## src/rtl/dispatch_serialize_ctrl_pkg.sv

```systemverilog
// dispatch_serialize_ctrl_pkg: shared decode/dispatch types and helpers
package dispatch_serialize_ctrl_pkg;
  typedef enum logic [1:0] {IDLE, DRAIN, WAIT} serial_state_t;
  typedef struct packed {
    logic valid;
    logic is_sp;
    logic is_priv;
    logic is_eret;
  } decoded_inst_t;
  function automatic logic [1:0] pop2(input logic [1:0] x);
    return {1'b0, x[0]} + {1'b0, x[1]};
  endfunction
endpackage

```

## src/rtl/dispatch_serialize_ctrl.sv

```systemverilog
// dispatch_serialize_ctrl: serializes special ops between decode and dispatch
module dispatch_serialize_ctrl
  import dispatch_serialize_ctrl_pkg::*;
#(
  parameter int CNT_W = 32
) (
  input  logic             clk,
  input  logic             rst,
  input  logic             flush,
  input  logic [1:0]       in_valid,
  input  logic [1:0]       in_is_sp,
  input  logic [1:0]       in_is_priv,
  input  logic [1:0]       in_is_eret,
  input  logic             ds_ready,
  input  logic             rob_empty,
  input  logic             sb_empty,
  input  logic             sp_done,
  output logic [1:0]       out_valid,
  output logic [1:0]       consume,
  output logic             dec_stall,
  output logic             fetch_hold,
  output logic             busy,
  output logic [CNT_W-1:0] stall_cnt
);
  serial_state_t state, state_n;
  logic cur_priv, cur_eret, priv_n, eret_n, drain_ok;
  logic [1:0] v;
  logic unused_slot1;
  assign unused_slot1 = ^{in_is_priv[1], in_is_eret[1]};
  always_ff @(posedge clk or posedge rst) begin
    if (rst) begin
      state     <= IDLE;
      cur_priv  <= 1'b0;
      cur_eret  <= 1'b0;
      stall_cnt <= '0;
    end else begin
      state     <= state_n;
      cur_priv  <= priv_n;
      cur_eret  <= eret_n;
      stall_cnt <= (state != IDLE) ? stall_cnt + 1'b1 : stall_cnt;
    end
  end
  always_comb begin
    v         = {in_valid == 2'b11, in_valid[0]};
    drain_ok  = rob_empty && (sb_empty || !cur_priv);
    out_valid = 2'b00;
    state_n   = state;
    priv_n    = cur_priv;
    eret_n    = cur_eret;
    case (state)
      IDLE:
        if (v[0] && in_is_sp[0]) begin
          state_n = DRAIN;
          priv_n  = in_is_priv[0];
          eret_n  = in_is_eret[0];
        end else begin
          out_valid = (v[1] && in_is_sp[1]) ? {1'b0, ds_ready} : v & {2{ds_ready}};
        end
      DRAIN:
        if (drain_ok && ds_ready) begin
          out_valid = 2'b01;
          state_n   = WAIT;
        end
      WAIT:
        if (sp_done) begin
          state_n = IDLE;
          priv_n  = 1'b0;
          eret_n  = 1'b0;
        end
      default: state_n = IDLE;
    endcase
    if (flush) begin
      out_valid = 2'b00;
      state_n   = IDLE;
      priv_n    = 1'b0;
      eret_n    = 1'b0;
    end
    consume   = pop2(out_valid);
    dec_stall = consume != pop2(v);
  end
  assign busy       = state != IDLE;
  assign fetch_hold = (state == WAIT) && (cur_eret || cur_priv);
endmodule

```

## config.mk

```make
export PLATFORM = sky130hd
export DESIGN_NAME = dispatch_serialize_ctrl
export DESIGN_NICKNAME = d
export VERILOG_FILES = /design/src/rtl/dispatch_serialize_ctrl_pkg.sv /design/src/rtl/dispatch_serialize_ctrl.sv
export SDC_FILE = /design/constraint.sdc
export NUM_CORES = 1
export LEC_CHECK = 0
export ABC_CLOCK_PERIOD_IN_PS = 5400
export CELL_PAD_IN_SITES_DETAIL_PLACEMENT = 0
export CELL_PAD_IN_SITES_GLOBAL_PLACEMENT = 1
export CORE_UTILIZATION = 38
export DETAILED_ROUTE_END_ITERATION = 6
export GPL_ROUTABILITY_DRIVEN = 0
export PLACE_DENSITY = 0.94
export SLEW_MARGIN = 20
export SYNTH_ARGS = -nofsm -noshare
export SYNTH_HDL_FRONTEND = slang
export SYNTH_SLANG_ARGS = --single-unit
```

## constraint.sdc

```tcl
create_clock -name clk -period 5.4 [get_ports clk]
set_input_delay 1.08 -clock clk [delete_from_list [all_inputs] [get_ports clk]]
set_output_delay 1.08 -clock clk [all_outputs]
set_load 0.02 [all_outputs]
```

======== Yosys cells after proc, flatten, opt, wreduce, memory -nomap -nowiden ========
Index checks and enable logic that the tools add are counted.
Widths: inputs -> output; s select.
word-level totals
  flip-flop bits (word level) ............. 36
  input port bits ......................... 15
  output and inout bits ................... 39
  logic and storage cells ................. 45
cells by class
  add/sub/neg operators ................... 3
  equal/unequal tests ..................... 7
  mux-type cells .......................... 17
  bitwise gates (word level) .............. 1
  reductions and logical operators ........ 13
operators with widths
  operator               number
  $add 32x1->32 const B  1
  $mux 2                 7
  $ne 3x3->1 const B     3
  $mux 1                 6
  $pmux 2 s3             1
  $reduce_and 3->1       2
  $logic_and 1x1->1      5
  $add 1x1->2            2
  $eq 2x2->1 const B     2
  $pmux 1 s2             2
  $pmux 2 s2             1
  $reduce_bool 3->1      1
  $and 2x2->2            1
  $eq 2x1->1 const B     1
  $logic_not 2->1        1
  $logic_or 1x1->1       2
  $ne 2x2->1             1
  $reduce_bool 2->1      1
  $logic_not 1->1        1

======== Logic depth before layout (Yosys ltp) ========
Gate-level depths: netlist of run 1.
  word-level depth ........................ 9
  mapped depth ............................ 8

======== Worst setup path after synthesis of run 1 ========
No wires, ideal clock.
  path type ............................... input port to output port
  from .................................... input port in_is_sp[0]
  to ...................................... output port dec_stall
  arrival time ............................ 3.126 ns
  required time ........................... 4.320 ns
  setup slack ............................. 1.194 ns
  stages .................................. 6
  path buffers ............................ 0
  path through ............................ nand4b_1 nor4b_1 ha_1 nand2b_1 o21ai_0 a21oi_1
between the ends
  cells in the longest elaborated chain, start to end .. 6
RTL lines
  element                 RTL line                           source
  start, declared         dispatch_serialize_ctrl.sv:11      input logic [1:0] in_is_sp,
  $logic_and 1x1->1       dispatch_serialize_ctrl.sv:52      if (v[0] && in_is_sp[0]) begin
  $mux 2                  dispatch_serialize_ctrl.sv:52
  $pmux 2 s2              dispatch_serialize_ctrl.sv:50      case (state)
  $mux 2                  dispatch_serialize_ctrl.sv:72      if (flush) begin
  named net out_valid[1]  dispatch_serialize_ctrl.sv:18      output logic [1:0] out_valid,
  $add 1x1->2             dispatch_serialize_ctrl_pkg.sv:11  return {1'b0, x[0]} + {1'b0, x[1]};
  named net consume[1]    dispatch_serialize_ctrl.sv:19      output logic [1:0] consume,
  $ne 2x2->1              dispatch_serialize_ctrl.sv:79      dec_stall = consume != pop2(v);
  end, declared           dispatch_serialize_ctrl.sv:20      output logic dec_stall,
The timed path passes the listed nets, and every way through them passes these cells.

======== Worst setup path in the final report of run 1 ========
  from .................................... input port in_valid[0]
  to ...................................... output port dec_stall
between the ends
  cells in the longest elaborated chain, start to end .. 8
RTL lines
  element                                           RTL line                           source
  start, declared                                   dispatch_serialize_ctrl.sv:10      input logic [1:0] in_valid,
  $eq 2x2->1                                        dispatch_serialize_ctrl.sv:44      v = {in_valid == 2'b11, in_valid[0]};
  $and 2x2->2 or $logic_and 1x1->1 (tied branches)  dispatch_serialize_ctrl.sv:57      out_valid = (v[1] && in_is_sp[1]) ? {1'b0, ds_ready} : v & {2{ds_ready}};
  $mux 2                                            dispatch_serialize_ctrl.sv:57
  $mux 2                                            dispatch_serialize_ctrl.sv:52
  $pmux 2 s2                                        dispatch_serialize_ctrl.sv:50
  $mux 2                                            dispatch_serialize_ctrl.sv:72
  $add 1x1->2                                       dispatch_serialize_ctrl_pkg.sv:11
  $ne 2x2->1 (*)                                    dispatch_serialize_ctrl.sv:79
Every way passes the cells marked *; elsewhere a longest branch is shown, timed or not.

==> run summary, run 1 <==
pin count of the biggest net entering global routing -> 37
die area -> 0.00494 mm^2
global-route wire length before repair -> 5.89 mm
clk_lat worst skew -> 0.28 ns
simple-gate share of the synthesized area -> 0.223
mux cell area share after synthesis -> 0.00635
Critical Path AT -> 3.37 ns
dpl cells -> 257
fin nets -> 229
initial antenna violation count -> 0
worst slack, placed -> 0.937 ns
Post-synth ARST share -> 1.00
yosys warns -> 0
GR Overflow Total -> 0
share of layout cells above drive strength 1 -> 0.0802
Worst VDD drop -> 0.246 mV
Rel. slew slack -> 0.593
post-synthesis sequential area ratio -> 0.508
clock transition at the registers of the reported paths -> 0.06 ns
I/O pin count -> 54
RSZ-0062 raised after global routing -> no
CTS root buf -> clkbuf_8
post-detailed-route wirelength per cell -> 13.0 um
FP Rows -> 24
Area Overhead vs Synth -> 36.8%
Worst-Margin Slew -> 0.596 ns
EDFF count, synth -> 0
Slew Limit Fails -> 0
Via density -> 5.11
initial DRC count -> 97
Netlist cell types -> 34
Synth Area in Compound Gates -> 0.0692
Setup Buffers After CTS -> 0
core box area -> 0.00441 mm^2
cell area after placement -> 0.00233 mm^2
worst setup margin -> 0.946 ns
post-synthesis cell count -> 156
power per standard cell area -> 288 mW/mm^2
vias in the first global route -> 1325
CP endpoint kind -> output pin
Clock Tree Buf Depth -> 2
GRT Overall Usage -> 0.152
clock tree sinks -> 36
Main synth FF type -> dfrtp_1
Syn Nets -> 173
Worst Path Required -> 4.32 ns
Adder-Cell Fraction of Synth Area -> 0.0141
crit path max fanout -> 4
Total Power -> 699 uW
final hold violations -> 0
hold bufs inserted after CTS -> 0
setup violators final -> 0
TritonCTS Buffers -> 5
DRC viols -> 0
ANT nets after route -> 0
setup TNS -> 0 ns
Max-Cap Viols -> 0
ANT cells -> 0
Period minus WS final -> 4.45 ns
#FFs+latches synth -> 36
die width -> 70.3 um
height of the die -> 70.3 um
DR vias -> 1348
Hold Crit Class -> reg -> reg
CTS H-tree depth -> 2
Layout Skew -> 0.00597 ns
Final Instance Count excl. Fillers -> 264
WS Path Type -> in -> out
Initial DRT Pass Iterations -> 4
design area -> 0.00242 mm^2
post-CTS sizing -> 0
Tcrit/Tclk final -> 0.825
outcome -> finished clean
DPL Wire Length -> 2.49 mm
initial core utilization -> 0.402
IO buf count -> 51
Synth Cell Area -> 0.00177 mm^2
fmax -> 225 MHz
Synth Area in XOR/XNOR -> 0.153
final wirelength -> 3.43 mm
Leakage -> 1.06 nW
CTS tree -> built
largest family of logic cells by synthesized area -> simple AND/OR/NAND/NOR gates
Startpoint Class -> input port
syn avg cell area -> 11.4 um^2
==> cell type report <==
type | instances | area [um^2]
tap | 52 | 65.1
timing repair buffer | 52 | 518
fill | 417 | 1990
clock buffer | 7 | 96.3
sequential | 36 | 901
inverter | 5 | 18.8
multi-input combinational | 112 | 826
==> cell usage in the layout (no fill, tap or decap), types with 2 or more instances in the layout <==
cell type | netlist | routed
ha_1 | 2 | 2
nor4_4 | 2 | 2
o211a_1 | 2 | 2
inv_1 | 5 | 5
and4_1 | 5 | 5
clkbuf_8 | 0 | 7
o21ai_0 | 2 | 2
nand2_1 | 13 | 13
nand3_1 | 13 | 13
a2111oi_0 | 2 | 2
nor2_1 | 5 | 5
a21oi_1 | 2 | 2
xnor2_1 | 25 | 25
nand4_1 | 8 | 8
nor3_1 | 3 | 3
dfrtp_1 | 36 | 36
and3_2 | 2 | 2
a22o_1 | 2 | 2
clkdlybuf4s50_1 | 0 | 51
and3_1 | 5 | 5
xor2_1 | 6 | 6
==> synth_stat cells (2+ instances only) <==
cell,n,share of area
dfrtp_1,36,0.51
xnor2_1,25,0.12
nand2_1,13,0.028
nand3_1,13,0.037
nand4_1,8,0.028
xor2_1,6,0.030
and3_1,5,0.018
and4_1,5,0.025
inv_1,5,0.011
nor2_1,5,0.011
nor3_1,3,0.0085
a2111oi_0,2,0.0099
a21oi_1,2,0.0056
a22o_1,2,0.0099
and3_2,2,0.0085
buf_6,2,0.013
ha_1,2,0.014
nor4_4,2,0.024
o211a_1,2,0.011
o21ai_0,2,0.0056
==> per-stage QoR <==
step | utilization | hold WS [ns]
after global routing | 0.549 | 0.518
final | 0.549 | 0.473
after detailed placement | 0.527 | 0.469
after global placement | 0.527 | 0.461
after floorplan | - | 0.467
after CTS | 0.549 | 0.478
==> worst paths after layout <==
| check | startpoint | cells past startpoint | slack (ns) | end |
|---|---|---|---|---|
| worst max register to register | stall_cnt[5] | 4 | 3.66 | stall_cnt[28] |
| max in group asynchronous | rst | 3 | 3.90 | stall_cnt[18] |
| worst max-delay path | in_valid[0] | 8 | 0.95 | dec_stall |
| min in group asynchronous | rst | 3 | 1.20 | stall_cnt[17] |
| worst min register to register | stall_cnt[31] | 1 | 0.47 | stall_cnt[31] |
| worst min-delay path | stall_cnt[31] | 1 | 0.47 | stall_cnt[31] |
==> report_power, final <==
group	internal, mW	leakage (nW)	switching (mW)
Clock	0.113	0.0503	0.0878
Sequential	0.295	0.489	0.0403
Combinational	0.0814	0.519	0.0812
==> registers in the layout (all words and copies together) (netlist names) <==
| signal | count |
|---|---|
| cur_eret | 1 |
| cur_priv | 1 |
| stall_cnt | 32 |
| state | 2 |
==> logic make-up after synthesis <==
family                     Yosys count
adders and majority gates            2
muxes                                1
DFF                                 36
buffers and inverters                8
AOI/OAI and AO/OA                   14
and+or+nand+nor                     64
xor gates and xnor gates            31
==> worst max-delay path: stages <==
cell             delay (ns)
clkdlybuf4s50_1        0.53
nand4b_1               0.14
nor4b_1                0.37
ha_1                   0.34
nand2b_1               0.08
o21ai_0                0.07
a21oi_1                0.15
clkdlybuf4s50_1        0.62
==> routing by layer <==
| layer | part of all wire | wire length (um) | vias up | track usage |
|---|---|---|---|---|
| li1 | - | - | 671 | - |
| met1 | 0.48 | 1650 | 633 | 0.198 |
| met2 | 0.45 | 1530 | 40 | 0.235 |
| met3 | 0.056 | 192 | 4 | 0.0447 |
| met4 | 0.015 | 53 | 0 | 0.0600 |
| met5 | 0 | 0 | - | 0 |
No activity file was read; power rests on OpenSTA's default activity.
==> run 2, diff against run 1 <==
- ABC_CLOCK_PERIOD_IN_PS: 5400 -> 3800
- CORE_UTILIZATION: 38 -> 32
- PLACE_DENSITY: 0.94 -> 0.86
- clock period: 5.4 -> 3.8 ns (I/O delays scaled with it)
==> run summary, run 2 (synthesis gave the netlist of run 1 again) <==
DR top layer -> met4 (unchanged)
final wirelength -> 3.69 mm (was 3.43 mm)
clk_lat worst skew -> 0.28 ns (about the same)
ANT cells -> 0 (unchanged)
ANT nets after route -> 0 (unchanged)
IO buf count -> 51 (unchanged)
sequential power share -> 0.503 (was 0.480)
Rel. slew slack -> 0.598 (was 0.593)
core box area -> 0.00520 mm^2 (was 0.00441 mm^2)
DPL Wire Length -> 2.66 mm (was 2.49 mm)
DR vias -> 1394 (was 1348)
Post-Route Utilization -> 0.472 (was 0.549)
crit path max fanout -> 3 (was 4)
setup TNS -> 0 ns (unchanged)
NetSw -> 289 uW (was 209 uW)
die area -> 0.00584 mm^2 (was 0.00494 mm^2)
CP endpoint kind -> output pin (unchanged)
combinational share of power -> 0.247 (was 0.233)
clock tree sinks -> 36 (unchanged)
Max-Cap Viols -> 0 (unchanged)
Initial DRT Pass Iterations -> 4 (unchanged)
I/O pin count -> 54 (unchanged)
die width -> 76.4 um (was 70.3 um)
Clock Tree Buf Depth -> 2 (unchanged)
RSZ-0062 raised after global routing -> no (unchanged)
Total Power -> 943 uW (was 699 uW)
most frequent cells in the layout -> clkdlybuf4s50_1 (50), dfrtp_1 (36), xnor2_1 (25), nand3_1 (13), nand2_1 (13) (was clkdlybuf4s50_1 (51), dfrtp_1 (36), xnor2_1 (25), nand3_1 (13), nand2_1 (13))
max FFs per register -> 32 (unchanged)
Layout Skew -> 0.00229 ns (was 0.00597 ns)
global-route wire length before repair -> 6.15 mm (was 5.89 mm)
dpl cells -> 279 (was 257)
largest register by flop count -> stall_cnt (unchanged)
Critical Path AT -> 2.63 ns (was 3.37 ns)
CTS H-tree depth -> 2 (unchanged)
post-detailed-route wirelength per cell -> 13.0 um (about the same)
most common cell after layout, fill and taps aside -> clkdlybuf4s50_1 (unchanged)
CTS root buf -> clkbuf_8 (unchanged)
fin nets -> 233 (was 229)
CTS tree -> built (unchanged)
final hold violations -> 0 (unchanged)
post-CTS sizing -> 1 (was 0)
Period minus WS final -> 3.39 ns
initial DRC count -> 58 (was 97)
WS Path Type -> in -> out (unchanged)
Leakage -> 1.07 nW (was 1.06 nW)
hold bufs inserted after CTS -> 0 (unchanged)
Final Instance Count excl. Fillers -> 284 (was 264)
Area Overhead vs Synth -> 38.7% (was 36.8%)
initial antenna violation count -> 0 (unchanged)
power per standard cell area -> 384 mW/mm^2 (was 288 mW/mm^2)
Slew Limit Fails -> 0 (unchanged)
vias in the first global route -> 1345 (was 1325)
Startpoint Class -> input port (unchanged)
WL met1 -> 1.70 mm (was 1.65 mm)
met3 routed WL -> 249 um (was 192 um)
outcome -> finished clean (unchanged)
met2 wire length -> 1.67 mm (was 1.53 mm)
Via density -> 4.91 (was 5.11)
Internal -> 654 uW (was 490 uW)
height of the die -> 76.4 um (was 70.3 um)
FP Rows -> 26 (was 24)
setup violators final -> 0 (unchanged)
fmax -> 295 MHz
switching part of the total -> 0.306 (was 0.299)
Fin Hold WS -> 0.482 ns (was 0.473 ns)
GRT Overall Usage -> 0.133 (was 0.152)
Hold Crit Class -> reg -> reg (unchanged)
GR Overflow Total -> 0 (unchanged)
Worst VDD drop -> 0.182 mV (was 0.246 mV)
DRC viols -> 0 (unchanged)
initial core utilization -> 0.341 (was 0.402)
pin count of the biggest net entering global routing -> 37 (unchanged)
clock transition at the registers of the reported paths -> 0.06 ns (about the same)
biggest regs -> stall_cnt (32), state (2) (unchanged)
TritonCTS Buffers -> 5 (unchanged)
Tcrit/Tclk final -> 0.892
share of layout cells above drive strength 1 -> 0.0935 (was 0.0802)
Worst-Margin Slew -> 0.588 ns (was 0.596 ns)
clock power share -> 0.250 (was 0.288)
Worst Path Required -> 3.04 ns (was 4.32 ns)
Setup Buffers After CTS -> 0 (unchanged)
run 2: changes by cell type in the layout (fill, tap and decap cells not counted), sizes merged:
cell,change
dlymetal6s2s,+1
buf,+4
clkbuf,-2
clkdlybuf4s50,-1
run 2: per-layer routing:
layer,GRT usage,vias to the layer above
met4,0.0577,0
met3,0.0467,7
li1,-,671
met1,0.161,670
met5,0,-
met2,0.214,46
run 2: cell type report:
type                    instances  area (um^2)
clock buffers                   5         68.8
fillers                       508         2750
inverters                       5         18.8
multi-input cells             112          832
flip-flops and latches         36          901
well taps                      70         87.6
repair buffers                 56          551
run 2: metrics by stage:
| stage | worst slack [ns] | area [um^2] |
|---|---|---|
| floorplan | 0.234 | 1770 |
| global placement | 0.0619 | 2380 |
| detailed placement | -0.0495 | 2380 |
| CTS | 0.0755 | 2460 |
| global route | 0.322 | 2460 |
| finish | 0.410 | 2460 |
run 2: path summary, 6_finish.rpt:
check | start | endpoint | slack (ns) | cells after the start
max in group asynchronous | rst | stall_cnt[18] | 2.59 | 3
min | stall_cnt[31] | stall_cnt[31] | 0.48 | 1
min reg2reg | stall_cnt[31] | stall_cnt[31] | 0.48 | 1
min in group asynchronous | rst | stall_cnt[28] | 0.88 | 3
max | in_valid[0] | consume[1] | 0.41 | 6
max reg2reg | stall_cnt[5] | stall_cnt[25] | 2.09 | 4
run 2: critical path, cell delays in order:
cell and delay (ns):
clkdlybuf4s50_1 0.48, nand4b_1 0.15, nor4b_2 0.30, ha_1 0.22
buf_4 0.12, clkdlybuf4s50_1 0.60
run 2: power groups by stage:
stage | combinational (mW) | sequential (mW) | clock (mW)
3_3_place_gp | 0.232 | 0.482 | 0
3_5_place_dp | 0.234 | 0.482 | 0
5_1_grt | 0.251 | 0.483 | 0.264
2_1_floorplan | 0.0904 | 0.511 | 0
6_report | 0.233 | 0.474 | 0.236
4_1_cts | 0.236 | 0.476 | 0.247
==> edit, RTL diff (flow settings as in run 2) <==
Make the reset (`rst`) synchronous in one clocked block.
--- a/src/rtl/dispatch_serialize_ctrl.sv
+++ b/src/rtl/dispatch_serialize_ctrl.sv
@@ -28,5 +28,5 @@
   logic unused_slot1;
   assign unused_slot1 = ^{in_is_priv[1], in_is_eret[1]};
-  always_ff @(posedge clk or posedge rst) begin
+  always_ff @(posedge clk) begin
     if (rst) begin
       state     <= IDLE;
Check against the original RTL: differs if rst is asserted again (counterexample within 4 cycles, from zero or initial values and one cycle with rst high); with rst held inactive, the same outputs for 10 cycles.
==> edit against run 2 <==
Synthesized cell count up 40%; final area is 2.5% higher; routed wire length up 16%; via count grew 29%; synthesized area rose by 3.8%; clock skew grew 0.0040 ns; hold slack improved by 0.0057 ns; setup slack got worse by 0.13 ns; sequential share of layout area is 8.0 points lower; count of clock-buffer cells in the layout is 2 higher; sequential cell count unchanged.
Power is not compared: it rests on default switching activity, and its combinational part moved more than twofold at a synthesized area within 25%.
==> edit: results (changes against run 2) <==
run_status:
  status: "complete, no violations"  # unchanged
global_routing:
  grt_pass1_vias: 1583  # was 1345
  grt_use_total_pct: 15.6  # was 13.3%
  grt_max_degree: 27  # was 37
  grt_pass1_wl_mm: 7.51  # was 6.15 mm
placed_design:
  dp_hpwl_mm: 3.00  # was 2.66 mm
  io_buffers: 51  # unchanged
  dpl_cell_area_mm2: 0.00243  # was 0.00238 mm2
routing:
  wl_met3_um: 193  # was 249 um
  dr_total_vias: 1792  # was 1394
  first_pass_iters: 7  # was 4
  drtIter0Drc: 80  # was 58
  wl_met2_mm: 1.87  # was 1.67 mm
synth:
  muxShareOfSynthArea_pct: 2.92  # was 0.635%
  synth_xor_area_share_pct: 6.19  # was 15.3%
  synth_common_cells: "dfxtp_1 (36), nor2_1 (20), a21oi_1 (19)"  # was dfrtp_1 (36), xnor2_1 (25), nand2_1 (13), nand3_1 (13), nand4_1 (8)
  synth-main-ff-cell: "dfxtp_1"  # was dfrtp_1
  synth_cell_types: 37  # was 34
  synthAdderAreaFrac_pct: 1.36  # was 1.41%
  synthTopCellsByArea: "dfxtp_1 (39%), or4_1 (5.7%), a21oi_1 (5.2%)"  # was dfrtp_1 (51%), xnor2_1 (12%), nand3_1 (3.7%)
  yosysSeqAreaShare_pct: 39.2  # was 50.8%
  syn-num-nets: 235  # was 173
  async_reset_ff_share_pct: 0  # was 100%
  synth_compound_area_share_pct: 14.3  # was 6.92%
worst_setup_path:
  rrSetupSlack_ns: 1.56  # was 2.09 ns
  path_max_fanout: 4  # was 3
  slowest_delay_ns: 0.50  # was 0.60 ns
  r2r_cells: 4  # unchanged
  r2r-end: "stall_cnt[20]"  # was stall_cnt[25]
  cp.arrival_ns: 2.76  # was 2.63 ns
min_path:
  hold_class: "reg2reg"  # unchanged
  min_path_cells: 2  # was 1
  holdPathEnd: "stall_cnt[31]"  # unchanged
  min-delay-start: "stall_cnt[31]"  # unchanged
final_layout:
  final_nets: 288  # was 233
  drive_gt1_share_pct: 6.99  # was 9.35%
  n_fill_cell: 580  # was 508
timing:
  slew_headroom_pct: 52.4  # was 59.8%
  worst_clock_skew_ns: 0.00628  # was 0.00229 ns
edit: cell types whose count changed in the layout (fill, tap and decap cells not counted), moves of 14 or more:
cell / before / now
dfrtp_1: 36 / 0
dfxtp_1: 0 / 36
a21oi_1: 2 / 19
xnor2_1: 25 / 9
nor2_1: 5 / 20
or4_1: 0 / 14
edit: routing by layer:
metal / GRT usage [%] / vias to the layer above
met2: 23.2 / 40
met3: 4.59 / 6
met5: 0 / -
met4: 4.91 / 0
li1: - / 921
met1: 21.3 / 825
edit: layout make-up:
cell class	instances	area share [%]
timing repair buffer	57	22.0
inverter	7	1.04
sequential	36	28.6
clock inverter	1	0.298
clock buffer	7	3.43
multi-input combinational	164	41.1
tap	72	3.57
edit: power groups by stage:
stage / combinational, mW / clock (mW) / sequential [mW]
global route: 0.0497 / 0.318 / 0.381
detailed placement: 0.0464 / 0 / 0.389
finish: 0.0456 / 0.288 / 0.381
global placement: 0.0463 / 0 / 0.389
floorplan: 0.0206 / 0 / 0.389
CTS: 0.0463 / 0.298 / 0.381
edit: critical path, delay by kind of cell:
kind            cells  cell delay, ns
buf+inv             2            0.82
compound gates      3            0.33
fa+ha+maj           1            0.33
simple gates        3            0.51
edit: stage by stage:
step / util [%] / power [mW] / worst slack [ns] / std cells
after global placement: 43.8 / 0.436 / 0.0671 / 336
final: 45.5 / 0.714 / 0.283 / 344
after detailed placement: 43.8 / 0.436 / 0.00967 / 336
after global routing: 45.5 / 0.748 / 0.138 / 344
after floorplan: - / 0.410 / 0.225 / 218
after CTS: 45.5 / 0.725 / 0.262 / 344
edit: kinds of logic after synthesis:
| logic type | count (synthesis) |
|---|---|
| AO/OA/AOI/OAI | 43 |
| XOR/XNOR | 13 |
| adder cells (fa/ha/maj) | 2 |
| buffers and inverters | 18 |
| flip-flops | 36 |
| multiplexers | 5 |
| AND/OR/NAND/NOR | 101 |
edit: how the worst max path moves through the flow:
| stage | from | endpoint | slack (ns) | cells after the start |
|---|---|---|---|---|
| 4_1_cts | ds_ready | dec_stall | 0.26 | 9 |
| 5_1_grt | ds_ready | dec_stall | 0.14 | 9 |
| 6_report | ds_ready | dec_stall | 0.28 | 9 |
| 3_3_place_gp | ds_ready | dec_stall | 0.07 | 9 |
| 2_1_floorplan | state[1] | dec_stall | 0.23 | 8 |
| 3_5_place_dp | ds_ready | dec_stall | 0.01 | 9 |
edit: timing repair:
action | CTS | global route
hold buffers | 0 | 0
endpoints found under the setup margin | 1 | 0
gates resized for setup | 1 | 0
